**config.mk**
```make
export PLATFORM = sky130hd
export DESIGN_NAME = register_file_flat
export DESIGN_NICKNAME = d
export VERILOG_FILES = /design/src/rtl/register_file_pkg.sv /design/src/rtl/register_file_if.sv /design/src/rtl/register_file_read_port.sv /design/src/rtl/register_file.sv /design/src/flat_wrapper.sv
export SDC_FILE = /design/constraint.sdc
export NUM_CORES = 2
export LEC_CHECK = 0
export CAP_MARGIN = 20
export CORE_ASPECT_RATIO = 1.4
export CORE_MARGIN = 2
export CORE_UTILIZATION = 55
export DETAILED_ROUTE_END_ITERATION = 8
export HOLD_SLACK_MARGIN = 0.1
export PLACE_DENSITY = 0.75
export SLEW_MARGIN = 20
export SYNTH_ARGS = -nofsm -noshare
export SYNTH_HDL_FRONTEND = slang
export SYNTH_SLANG_ARGS = --single-unit
```
**constraint.sdc**
```tcl
create_clock -name clock -period 2.1 [get_ports clock]
set_input_delay 0.42 -clock clock [delete_from_list [all_inputs] [get_ports clock]]
set_output_delay 0.42 -clock clock [all_outputs]
set_load 0.1 [all_outputs]
```
**src/rtl/register_file_pkg.sv**
```systemverilog
// Shared constants and types for the register file slice.
package regfile_pkg;

  localparam int unsigned XLEN       = 32;
  localparam int unsigned REG_ADDR_W = 5;
  localparam int unsigned NUM_REGS   = 32;

  typedef logic [XLEN-1:0]       word_t;
  typedef logic [REG_ADDR_W-1:0] reg_idx_t;

endpackage

```
**src/rtl/register_file_if.sv**
```systemverilog
// Bus between the core (master) and the register file (slave): two read ports, one write port.
interface register_file_if
  import regfile_pkg::*;
#(
  parameter int DATA_WIDTH = XLEN,
  parameter int ADDR_WIDTH = REG_ADDR_W
);

  logic [ADDR_WIDTH-1:0] Read1;
  logic [ADDR_WIDTH-1:0] Read2;
  logic [ADDR_WIDTH-1:0] RD;
  logic [DATA_WIDTH-1:0] WriteData;
  logic                  RegWrite;
  logic                  finish_flag;
  logic [DATA_WIDTH-1:0] Data1;
  logic [DATA_WIDTH-1:0] Data2;

  modport master (
    output Read1, Read2, RD, WriteData, RegWrite, finish_flag,
    input  Data1, Data2
  );

  modport slave (
    input  Read1, Read2, RD, WriteData, RegWrite, finish_flag,
    output Data1, Data2
  );

endinterface

```
**src/rtl/register_file_read_port.sv**
```systemverilog
// One combinational read port; index 0 is forced to zero regardless of storage contents.
module regfile_read_port
  import regfile_pkg::*;
#(
  parameter int DATA_WIDTH = XLEN,
  parameter int ADDR_WIDTH = REG_ADDR_W
) (
  input  logic [ADDR_WIDTH-1:0] idx,
  input  logic [DATA_WIDTH-1:0] regs [2**ADDR_WIDTH],
  output logic [DATA_WIDTH-1:0] data
);

  // Word select with x0 hardwired to zero
  always_comb begin
    data = '0;
    if (idx == '0) begin
      data = '0;
    end else begin
      data = regs[idx];
    end
  end

endmodule

```
**src/rtl/register_file.sv**
```systemverilog
// 2**ADDR_WIDTH x DATA_WIDTH register file: two combinational reads, one synchronous write.
// Optional macro REGFILE_DUMP_EN prints all registers when finish_flag rises (simulation only).
module register_file
  import regfile_pkg::*;
#(
  parameter int DATA_WIDTH = XLEN,
  parameter int ADDR_WIDTH = REG_ADDR_W
) (
  input  logic             clock,
  input  logic             reset,
  register_file_if.slave   bus
);

  localparam int NUM_ENTRIES = 2**ADDR_WIDTH;

  logic [DATA_WIDTH-1:0] regs_r [NUM_ENTRIES];
  logic                  we_s;

  // Halt and x0 both suppress the write; there is no read bypass by design.
  assign we_s = bus.RegWrite && !bus.finish_flag && (bus.RD != '0);

  // Storage update: reset clears every entry and wins over a simultaneous write
  always_ff @(posedge clock) begin
    if (reset) begin
      for (int i = 0; i < NUM_ENTRIES; i++) begin
        regs_r[i] <= '0;
      end
    end else if (we_s) begin
      regs_r[bus.RD] <= bus.WriteData;
    end
  end

  regfile_read_port #(
    .DATA_WIDTH (DATA_WIDTH),
    .ADDR_WIDTH (ADDR_WIDTH)
  ) u_read_port1 (
    .idx  (bus.Read1),
    .regs (regs_r),
    .data (bus.Data1)
  );

  regfile_read_port #(
    .DATA_WIDTH (DATA_WIDTH),
    .ADDR_WIDTH (ADDR_WIDTH)
  ) u_read_port2 (
    .idx  (bus.Read2),
    .regs (regs_r),
    .data (bus.Data2)
  );

`ifdef REGFILE_DUMP_EN
  logic finish_prev_r;

  // Dump the whole file on the edge where finish_flag goes 0->1
  always_ff @(posedge clock) begin
    if (reset) begin
      finish_prev_r <= 1'b0;
    end else begin
      finish_prev_r <= bus.finish_flag;
    end
    if (!reset && bus.finish_flag && !finish_prev_r) begin
      for (int i = 0; i < NUM_ENTRIES; i++) begin
        $display("x%0d = %h", i, regs_r[i]);
      end
    end
  end
`else
`endif

endmodule

```
**src/flat_wrapper.sv**
```systemverilog
// flat-port wrapper written by rule: the top's interface ports become plain ports
module register_file_flat import regfile_pkg::*;
#(
  parameter int DATA_WIDTH = XLEN,
  parameter int ADDR_WIDTH = REG_ADDR_W
)
  (clock, reset, bus_Read1, bus_Read2, bus_RD, bus_WriteData, bus_RegWrite, bus_finish_flag, bus_Data1, bus_Data2);
  register_file_if #(.DATA_WIDTH(DATA_WIDTH), .ADDR_WIDTH(ADDR_WIDTH)) bus_i ();
  input  logic clock;
  input  logic reset;
  input wire logic [$bits(bus_i.Read1)-1:0] bus_Read1;
  input wire logic [$bits(bus_i.Read2)-1:0] bus_Read2;
  input wire logic [$bits(bus_i.RD)-1:0] bus_RD;
  input wire logic [$bits(bus_i.WriteData)-1:0] bus_WriteData;
  input wire logic [$bits(bus_i.RegWrite)-1:0] bus_RegWrite;
  input wire logic [$bits(bus_i.finish_flag)-1:0] bus_finish_flag;
  output wire logic [$bits(bus_i.Data1)-1:0] bus_Data1;
  output wire logic [$bits(bus_i.Data2)-1:0] bus_Data2;
  assign bus_i.Read1 = bus_Read1;
  assign bus_i.Read2 = bus_Read2;
  assign bus_i.RD = bus_RD;
  assign bus_i.WriteData = bus_WriteData;
  assign bus_i.RegWrite = bus_RegWrite;
  assign bus_i.finish_flag = bus_finish_flag;
  assign bus_Data1 = bus_i.Data1;
  assign bus_Data2 = bus_i.Data2;
  register_file #(.DATA_WIDTH(DATA_WIDTH), .ADDR_WIDTH(ADDR_WIDTH)) u_core (.clock(clock), .reset(reset), .bus(bus_i));
endmodule
```
# [Word-level counts from Yosys, hierarchy flattened]
# Index checks and enable logic that the tools add are counted.
[classes] n_lt_le_gt_ge=4 muxes=11 bitwise_logic=3 reduce_logical=7
[op_table] cell="1024-bit bitwise mux" count=1
[op_table] cell="32-bit binary-select mux with 5-bit select" count=2
[op_table] cell="32-bit 2-to-1 mux" count=7
[op_table] cell="32-bit demux with 5-bit select" count=1
[op_table] cell="6-bit >= comparator, second input constant" count=3
[op_table] cell="5-bit inverter with 6-bit output" count=3
[op_table] cell="5-bit zero test" count=2
[op_table] cell="6-bit by 1-bit < comparator with 1-bit output, second input constant" count=1
[op_table] cell="5-bit nonzero test" count=1
[op_table] cell="1-bit logical AND" count=3
[op_table] cell="1-bit zero test" count=1
[word_totals] reg_bits=1024 out_inout_bits=64

# [Depth between registers and ports, before layout]
[depth] word_depth=6 ltp_mapped=7 mapped_depth_nobuf=4

# [Cells and area by module]
# From an unflattened synthesis, not the netlist that was laid out.
[unflattened] hier_cells=4757 hier_area_um2=55500.7
[modules_own_cells] module="register_file" n_inst=1 cells_each=3429 area_per_inst_um2=38764.7 seq_area_each_um2=20499.7
[modules_own_cells] module="regfile_read_port" n_inst=2 cells_each=664 area_per_inst_um2=8368.0 seq_area_each_um2=0.0

# [Least setup slack after synthesis]
# OpenSTA, ideal clock, no wires.
[synth_timing] kind="input -> output" from="in bus_Read1[0]" to="out bus_Data1[10]" arrival_ns=3.927 required_ns=1.680 setup_slack_ns=-2.247 path_stages=7 path_buffers=4 path_cell_list="buf_2 > inv_1 > buf_2 > buf_2 > clkbuf_1 > o2111ai_1 > a311oi_1"
[synth_via] elab_chain_cells=5 word_cells_on_any_way=6 classes_between="mux (4); bitwise (1); reduce/logical (1)"
[synth_lines] element="start: declaration" line_no="flat_wrapper.sv:11" rtl="input wire logic [$bits(bus_i.Read1)-1:0] bus_Read1;"
[synth_lines] element="5-bit inverter with 6-bit output (not written as such)" line_no="register_file_read_port.sv:19" rtl="data = regs[idx];"
[synth_lines] element="32-bit binary-select mux with 5-bit select" line_no="register_file_read_port.sv:19"
[synth_lines] element="32-bit 2-to-1 mux (not written as such) (2 in a row)" line_no="register_file_read_port.sv:19"
[synth_lines] element="32-bit 2-to-1 mux (*)" line_no="register_file_read_port.sv:16" rtl="if (idx == '0) begin"
[synth_lines] element="end: declaration" line_no="flat_wrapper.sv:17" rtl="output wire logic [$bits(bus_i.Data1)-1:0] bus_Data1;"
# Mark *: on every way between the ends. The rest lies on a longest branch, timed or not. The select of a mux whose other input is x is not followed.

# [Worst setup path after layout]
[layout_timing] from="reg u_core.regs_r[525] (netlist name)" to="out bus_Data1[13]"
[layout_via] elab_chain_cells=4
[layout_lines] element="start: declaration" line_no="register_file.sv:16" rtl="logic [DATA_WIDTH-1:0] regs_r [NUM_ENTRIES];"
[layout_lines] element="start signal: indexed assignment" line_no="register_file.sv:29" rtl="regs_r[bus.RD] <= bus.WriteData;"
[layout_lines] element="32-bit binary-select mux with 5-bit select" line_no="register_file_read_port.sv:19"
[layout_lines] element="32-bit 2-to-1 mux (not written as such) (2 in a row)" line_no="register_file_read_port.sv:19"
[layout_lines] element="32-bit 2-to-1 mux" line_no="register_file_read_port.sv:16"
# No other way between the ends. The select of a mux whose other input is x is not followed.

==> impl_metrics.json <==
{
  "cp_data_arrival_time_ns": 2.47,
  "fin_crit_sh": 1.37,
  "required_ns": 1.68,
  "yosysMostFrequentCell": "nand2_1",
  "clock_path_buffers": 3,
  "ys_top_cells_by_area": "dfxtp_1 40%, mux4_2 20%, nand2_1 15%, a21oi_1 9.6%, clkbuf_1 3.1%",
  "rrSetupSlack_ns": 1.29,
  "reg_top3": "u_core.regs_r: 1024 flops",
  "worstReg2RegEnd": "u_core.regs_r[964]",
  "yosys_most_used_dff": "dfxtp_1",
  "synth-warning-count": 0,
  "ant_nets": 0,
  "yosys-top-cells-count": "2047 x nand2_1, 1024 x dfxtp_1, 992 x a21oi_1",
  "clock_sinks": 1024,
  "ys_types": 40,
  "synth.avg_cell_area_um2": 8.83,
  "ff2ff_path_depth": 3,
  "critPathKind": "flip-flop to output port",
  "io_buffer_count": 114,
  "irDropWorstVdd_v": 0.000669,
  "fmax_mhz": 346,
  "tightest_slew_ns": 0.594,
  "finalNetCount": 6167,
  "fin_skew_ns": 0,
  "dieArea_um2": 96500,
  "overflow": 0,
  "dp.cells": 7228,
  "finalPower_mw": 45.0,
  "die_y_um": 367,
  "antenna_found_initial": 8,
  "status": "finished with violations",
  "seq_area_frac_synth": 0.397,
  "drt_iter0_markers": 8672,
  "p_per_area_nw_per_um2": 672,
  "violations": "negative setup slack",
  "period_needed_ns": 2.89,
  "critPathCaptureType": "output port",
  "grt_pass1_wl_mm": 325,
  "relSlewSlack": 0.604,
  "drv_slew": 0,
  "initial_core_util": 0.553,
  "p_leak_nw": 22.4,
  "die_x_um": 263,
  "grt_max_degree": 128,
  "track_usage": 0.449,
  "start_kind": "flip-flop",
  "grt_pass1_vias": 52600,
  "synth_top_area_share": 0.397,
  "wl_per_cell_um": 30.0,
  "finalSetupViolCount": 64,
  "syn-instance-count": 5853,
  "synthArstFlopShare": 0,
  "gp_congestion": 0.949,
  "yosysTopAreaCell": "dfxtp_1",
  "instances_no_fill": 7418,
  "cts_max_level": 3,
  "hold_path_depth": 2,
  "tritoncts": "yes",
  "drv_cap": 0,
  "largest_reg_flops": 1024,
  "routed_via_density": 7.15,
  "drive_gt1_frac": 0.327,
  "path_clk_slew_ns": 0.07,
  "num_io_pins": 115,
  "hold_path_startpoint": "u_core.regs_r[311]",
  "worstReg2RegStart": "u_core.regs_r[964]",
  "hold_viol": 0,
  "dp_hpwl_mm": 138,
  "clock_latency_ns": 0.72,
  "final_util": 0.716,
  "hold-worst-slack_ns": 0.463,
  "drt_pass1_iterations": 9,
  "cp_max_fo": 3,
  "core_area_um2": 93500,
  "worst_slack_ns": -0.787,
  "cts_buffers": 96,
  "rows": 133,
  "finalWirelength_mm": 223,
  "synth_fp_nets": 5904,
  "areaGrowthSynthToFinish_pct": 29.5,
  "synth_edf_count": 0,
  "min_to": "u_core.regs_r[311]",
  "hold_class": "flip-flop to flip-flop",
  "cts-root-buf": "clkbuf_16",
  "synth_area_um2": 51700,
  "vias": 53000,
  "drc_errors": 0,
  "rsz0062_at_grt": "yes",
  "synth_seq_cells": 1024,
  "top_register": "u_core.regs_r"
}
logic make-up (layout without fill, tap and decap cells):
kind of cell / count (synthesis) / count (layout) / share of synthesized area
muxes: 640 / 640 / 0.234
buffers and inverters: 614 / 954 / 0.0529
and+or+nand+nor: 2215 / 2215 / 0.169
other: 0 / 10 / 0
AOI/OAI and AO/OA: 1360 / 1360 / 0.147
DFF: 1024 / 1024 / 0.397
worst max-delay path by stage:
| stage | cells past startpoint | startpoint | slack [ns] | end |
|---|---|---|---|---|
| 2_1_floorplan | 7 | bus_Read2[1] | -0.65 | bus_Data2[17] |
| 3_3_place_gp | 8 | bus_Read2[1] | -0.87 | bus_Data2[11] |
| 5_1_grt | 6 | u_core.regs_r[653] | -0.79 | bus_Data2[13] |
| 3_5_place_dp | 8 | bus_Read2[1] | -0.85 | bus_Data2[11] |
| 6_report | 5 | u_core.regs_r[525] | -0.79 | bus_Data1[13] |
| 4_1_cts | 6 | u_core.regs_r[653] | -0.74 | bus_Data2[13] |
stage by stage:
step | TNS [ns] | setup slack [ns] | area [µm²]
after floorplan | -38.83 | -0.651 | 53800
after global placement | -172.06 | -0.874 | 61600
after detailed placement | -212.98 | -0.853 | 61600
after CTS | -40.59 | -0.743 | 66300
after global routing | -43.37 | -0.789 | 66900
final | -42.84 | -0.787 | 66900
area by class of cell:
type,count,area (µm²)
inverter,2,11.3
multi-input combinational,4215,31700
fill,6134,26600
tap,1215,1520
timing repair buffer,777,9490
clock inverter,45,651
clock buffer,130,2730
sequential,1024,20800
antenna,10,25.0
critical path, stage by stage, from the launching register on:
cell and delay, ns:
dfxtp_2 0.33, mux4_2 0.49, mux2_4 0.33, o21ai_4 0.21, a311oi_4 0.12, buf_12 0.25
report_power, final:
group	internal [mW]	switching [mW]	total [mW]
clock	10.9	8.31	19.2
sequential	19.5	0.0641	19.6
combinational	2.34	3.87	6.21
total	32.7	12.2	45.0
metal layers:
metal  vias to the layer above  share of wire  global-route usage
li1                      21000              -                   -
met1                     25000           0.31               0.520
met2                      5164           0.43               0.663
met3                      1793           0.16               0.163
met4                        12           0.10               0.375
met5                         -         0.0011             0.00951
what timing repair did:
item / in CTS / in global routing
setup buffers: 7 / 16
gates resized for setup: 406 / 173
setup endpoints to repair: 64 / 64
pin swaps: 112 / 61
hold endpoints to repair: 13 / 0
hold buffers: 1 / 0
cloned: 1 / 1
cell usage in the layout, fill, tap and decap left out, types with 28 or more instances in the layout:
master and count:
dfxtp_1 794, mux2i_1 122, nor2b_4 30, dfxtp_2 230, o21ai_4 43, o21ai_2 41
buf_6 28, a21oi_1 992, o21ai_1 28, a22oi_1 52, nor2_4 32, buf_12 261
nor2b_1 67, mux4_2 448, clkbuf_16 98, clkdlybuf4s50_1 39, mux2_4 54, a311oi_4 64
buf_4 435, nand2_1 2020, a211oi_2 51, a221oi_2 46
No activity file was read; power rests on OpenSTA's default activity.
